### src/rtl/stack_seq_pkg.sv
// Shared types for the stack sequencer: FSM states, operation kinds and the
// memory/stack-pointer strobe bundle with its all-inactive value.
package stack_seq_pkg;

    typedef enum logic [3:0] {
        S_IDLE,
        S_PUSH_DEC,
        S_PUSH_ADDR,
        S_PUSH_WR,
        S_POP_ADDR,
        S_POP_RD,
        S_POP_INC,
        S_FAULT,
        S_DONE
    } state_t;

    typedef enum logic [1:0] {
        OP_FAULT,
        OP_PUSH,
        OP_POP
    } op_t;

    // All strobes are active-low.
    typedef struct packed {
        logic sp_cdownn;
        logic sp_cupn;
        logic sp_outn;
        logic mar_loadn;
        logic mem_wen;
        logic mem_oen;
    } strobes_t;

    localparam strobes_t STROBES_OFF = strobes_t'(6'b111111);

endpackage

### src/rtl/stack_sequencer.sv
// Sequences push/pop transfers between an external stack pointer, address
// register and byte memory, tracking occupancy and flagging over/underflow.
//
// state     | meaning
// ----------+---------------------------------------------------
// IDLE      | waiting for push/pop request
// PUSH_DEC  | decrement stack pointer
// PUSH_ADDR | drive SP onto address bus, load MAR
// PUSH_WR   | write latched byte to memory
// POP_ADDR  | drive SP onto address bus, load MAR
// POP_RD    | memory output enable, capture read byte
// POP_INC   | increment stack pointer
// FAULT     | rejected request (overflow/underflow), no strobes
// DONE      | one-cycle completion, occupancy update
module stack_sequencer
    import stack_seq_pkg::*;
#(
    parameter int MAX_DEPTH = 256,
    localparam int DW = $clog2(MAX_DEPTH + 1)
) (
    input  logic          clk,
    input  logic          reset,
    input  logic          push,
    input  logic          pop,
    input  logic [7:0]    din,
    input  logic [7:0]    mem_rdata,
    output logic [7:0]    dout,
    output logic [7:0]    mem_wdata,
    output logic          sp_cdownn,
    output logic          sp_cupn,
    output logic          sp_outn,
    output logic          mar_loadn,
    output logic          mem_wen,
    output logic          mem_oen,
    output logic          busy,
    output logic          done,
    output logic          err,
    output logic [DW-1:0] depth
);

    state_t   state, state_nxt;
    strobes_t strb;
    op_t      op;
    logic     full, empty;

    assign full  = (depth == DW'(MAX_DEPTH));
    assign empty = (depth == '0);

    always_ff @(posedge clk or negedge reset) begin
        if (!reset) state <= S_IDLE;
        else        state <= state_nxt;
    end

    always_comb begin
        state_nxt = state;
        strb      = STROBES_OFF;
        case (state)
            S_IDLE: begin
                if (push)     state_nxt = full  ? S_FAULT : S_PUSH_DEC;
                else if (pop) state_nxt = empty ? S_FAULT : S_POP_ADDR;
            end
            S_PUSH_DEC: begin
                strb.sp_cdownn = 1'b0;
                state_nxt      = S_PUSH_ADDR;
            end
            S_PUSH_ADDR: begin
                strb.sp_outn   = 1'b0;
                strb.mar_loadn = 1'b0;
                state_nxt      = S_PUSH_WR;
            end
            S_PUSH_WR: begin
                strb.mem_wen = 1'b0;
                state_nxt    = S_DONE;
            end
            S_POP_ADDR: begin
                strb.sp_outn   = 1'b0;
                strb.mar_loadn = 1'b0;
                state_nxt      = S_POP_RD;
            end
            S_POP_RD: begin
                strb.mem_oen = 1'b0;
                state_nxt    = S_POP_INC;
            end
            S_POP_INC: begin
                strb.sp_cupn = 1'b0;
                state_nxt    = S_DONE;
            end
            S_FAULT: state_nxt = S_DONE;
            S_DONE:  state_nxt = S_IDLE;
            default: state_nxt = S_IDLE;
        endcase
    end

    // Push wins when both requests arrive together; the pop is simply dropped.
    always_ff @(posedge clk or negedge reset) begin
        if (!reset) begin
            mem_wdata <= '0;
            dout      <= '0;
            err       <= 1'b0;
            depth     <= '0;
            op        <= OP_FAULT;
        end else begin
            if (state == S_IDLE) begin
                if (push) begin
                    if (full) begin
                        err <= 1'b1;
                        op  <= OP_FAULT;
                    end else begin
                        err       <= 1'b0;
                        op        <= OP_PUSH;
                        mem_wdata <= din;
                    end
                end else if (pop) begin
                    if (empty) begin
                        err <= 1'b1;
                        op  <= OP_FAULT;
                    end else begin
                        err <= 1'b0;
                        op  <= OP_POP;
                    end
                end
            end
            if (state == S_POP_RD) dout <= mem_rdata;
            if (state == S_DONE) begin
                if (op == OP_PUSH && !full)      depth <= depth + 1'b1;
                else if (op == OP_POP && !empty) depth <= depth - 1'b1;
            end
        end
    end

    assign sp_cdownn = strb.sp_cdownn;
    assign sp_cupn   = strb.sp_cupn;
    assign sp_outn   = strb.sp_outn;
    assign mar_loadn = strb.mar_loadn;
    assign mem_wen   = strb.mem_wen;
    assign mem_oen   = strb.mem_oen;
    assign busy      = (state != S_IDLE);
    assign done      = (state == S_DONE);

endmodule
### config.mk
export PLATFORM = sky130hd
export DESIGN_NAME = stack_sequencer
export DESIGN_NICKNAME = d
export VERILOG_FILES = /design/src/rtl/stack_seq_pkg.sv /design/src/rtl/stack_sequencer.sv
export SDC_FILE = /design/constraint.sdc
export NUM_CORES = 1
export LEC_CHECK = 0
export CORE_MARGIN = 2
export CORE_UTILIZATION = 35
export DETAILED_ROUTE_END_ITERATION = 8
export MAX_ROUTING_LAYER = met4
export PLACE_DENSITY = 0.61
export SKIP_LAST_GASP = 1
export SLEW_MARGIN = 5
export SYNTH_ARGS = -nofsm -noshare
export SYNTH_HDL_FRONTEND = slang
export SYNTH_SLANG_ARGS = --single-unit
### constraint.sdc
create_clock -name clk -period 6.1 [get_ports clk]
set_clock_uncertainty 0.05 [all_clocks]
set_input_delay 1.22 -clock clk [delete_from_list [all_inputs] [get_ports clk]]
set_output_delay 1.22 -clock clk [all_outputs]
set_load 0.02 [all_outputs]
==> results.md <==
* Clk sinks at 32
* Post-cts sizing count at 0
* Effective utilization at floorplan at 0.3593
* Fin Setup TNS at 0 ns
* Crit share post-route at 0.5371
* First-pass GRT wire length at 6.465 mm
* Clk pin slew, worst setup/hold paths at 0.06 ns
* CP Data Arrival Time at 2.01 ns
* Syn Inst Count at 167
* Setup WS pre-CTS at 3.099 ns
* Vias in the first global route at 1402
* # diodes at 0
* CTS H-Tree Depth at 2
* DRT iter0 DRCs at 25
* Hold-fix buffers, CTS at 0
* Post-synth EDFFs at 0
* Hold Crit Start: dout[3]
* GRT Util Overall at 0.1420
* Delay-heaviest family, CP: simple AND/OR/NAND/NOR gates
* Hpwl dp at 2.739 mm
* Cells after DPL at 281
* Nets at 247
* Final core utilization at 0.4908
* Share of cells above drive strength 1 at 0.1514
* Crit path time final at 3.276 ns
* CTS root buffer: clkbuf_8
* Max-Cap Viols at 0
* Global placer's final weighted congestion at 0.8323
* Worst setup SP type: register
* DP Area at 0.002379 mm2
* Post-Syn Area at 0.001812 mm2
* Crit-path cells: nor2b_1 > and3b_1 > inv_1 > clkdlybuf4s50_1
* Yosys top cell area share at 0.4420
* Worst-path maximum fanout at 9
* CP Class: reg2out
* Ys Warns at 0
* Total iterations of the first detailed-routing run at 4
* Antenna violations before repair at 0
* Vias/cell at 4.823
* Clk_lat worst skew at 0.28 ns
* Num CTS Buffers at 5
* Critical R2R Launch: depth[5]
* Setup ws final at 2.824 ns
* Critical Path Sink Type: output pin
* Seq/Total Area, Yosys at 0.4420
* Port-buffer cells at 53
* Post-CTS Setup Bufs at 0
* # DRC at 0
* I/O Pins at 54
* Overall Power at 1.557 mW
* CTS tree: yes
* Post-synth top flop: dfrtp_1
* Largest net degree at the start of global routing at 33
* Grt peak-use layer: met2
* Met1 Resource Use GR at 0.1729
* Fmax at 305.2 MHz
* Fillers at 490
* Synth top area cells: dfrtp_1, mux2_4, mux2_2
* Post-synthesis cell type count at 48
* WP data required at 4.83 ns
* Slew Viols, Final at 0
* Critical path's largest stage delay at 0.54 ns
* Total global routing overflow at 0
* Syn Area/Cell at 10.85 um2
* Syn nets at 196
* Core area at 0.005042 mm2
* Seq cells post-synth at 32
* Via count at 1389
* Commonest non-fill, non-tap cell in the layout: clkdlybuf4s50_1
* Unrepaired setup endpoints after global routing: no
* Die Footprint at 0.005768 mm2
* Site Rows at 26
* Final hold vios at 0
* CP max-delay cell: clkdlybuf4s50_1
* Min-Delay Path Class: reg2reg
* Area delta synth->final at 36.60%
* Post-route cell area at 0.002475 mm2
* Antenna Nets Post-Route at 0
* Crit path buffers/inverters at 2
* Die Width at 75.95 um
* Final Non-Filler Cells at 288
* Slew margin rel. at 0.6380
* Grt met3 use at 0.03571
* Pwr dens at 629.2 mW/mm2
* Chip Height at 75.95 um
* Worst setup startpoint: state[0]
* Post-synth ARST share at 1.000
* P_leak at 1.052 nW
* Clock buffer depth at 2
* Final wirelength at 3.737 mm
* Hold WS at 0.4573 ns
* Worst slew pin tran at 0.5430 ns
* Cell type with the largest total area after synthesis: dfrtp_1
* Met2 Use GR at 0.2259
* WL/cell at 12.98 um
* Final setup viols at 0
* VDD IR-drop max at 0.0002902 V
* Status: finished, final reports clean
* Most frequent cells in the layout: clkdlybuf4s50_1, dfrtp_1, nand2_1, o21ai_1, mux2_2
-- flip-flops by register name (all words and copies together) (netlist names) --
signal	cells
depth	9
err	1
op	2
dout	8
mem_wdata	8
state	4
-- area by class of cell --
cell class	instances	area, um2	area share
multi-input combinational	117	922.1	0.3726
tap	70	87.58	0.03539
timing repair buffer	54	538.0	0.2174
sequential	32	800.8	0.3236
clock buffer	7	96.34	0.03893
inverter	8	30.03	0.01213
-- cell usage after synthesis, drive strengths merged, types with 2 or more instances --
master / instances
a211oi: 2
a21o: 3
a21oi: 6
a31oi: 2
buf: 5
clkbuf: 5
dfrtp: 32
ha: 8
inv: 8
mux2: 17
nand2: 16
nand2b: 2
nand3: 2
nor2: 7
nor2b: 2
nor3: 2
nor4: 4
o21a: 2
o21ai: 14
or3: 2
xnor2: 4
xor2: 5
-- cells by family (layout without fill, tap and decap cells) --
group / Yosys count / after routing / share of synthesized area
compound gates: 37 / 37 / 0.1333
xor+xnor: 9 / 9 / 0.04351
buf+inv: 18 / 69 / 0.04904
fa+ha+maj: 9 / 9 / 0.06630
simple gates: 44 / 44 / 0.1381
flops: 32 / 32 / 0.4420
mux: 18 / 18 / 0.1278
-- per-layer routing --
layer	vias up	part of all wire
met5	-	0
met4	0	0.020
met3	6	0.048
met2	30	0.47
met1	668	0.46
li1	685	-
-- worst reg2reg max path, stage by stage, from the launching register on --
cell     delay, ns
dfrtp_1       0.42
nor4_2        0.44
nand3_2       0.18
nand2_2       0.21
ha_1          0.33
a21o_1        0.20
a31o_2        0.24
a21oi_1       0.22
mux2_2        0.36
o22a_1        0.16
-- path summary, 6_finish.rpt --
| path | endpoint | slack (ns) | depth (start not counted) |
|---|---|---|---|
| max reg2reg | depth[8] | 3.19 | 9 |
| max in group asynchronous | depth[3] | 4.41 | 2 |
| min in group asynchronous | state[3] | 1.29 | 2 |
| min reg2reg | dout[3] | 0.46 | 1 |
| min | dout[3] | 0.46 | 1 |
| max | mem_oen | 2.82 | 4 |
-- report_power, final --
group	internal, mW	leakage, nW	switching (mW)	total (mW)
clock network	0.100	0.0503	0.0736	0.174
logic	0.488	0.606	0.479	0.967
registers	0.315	0.395	0.101	0.416
total	0.903	1.05	0.654	1.56
Note: power is estimated with default switching activity, not from simulation.
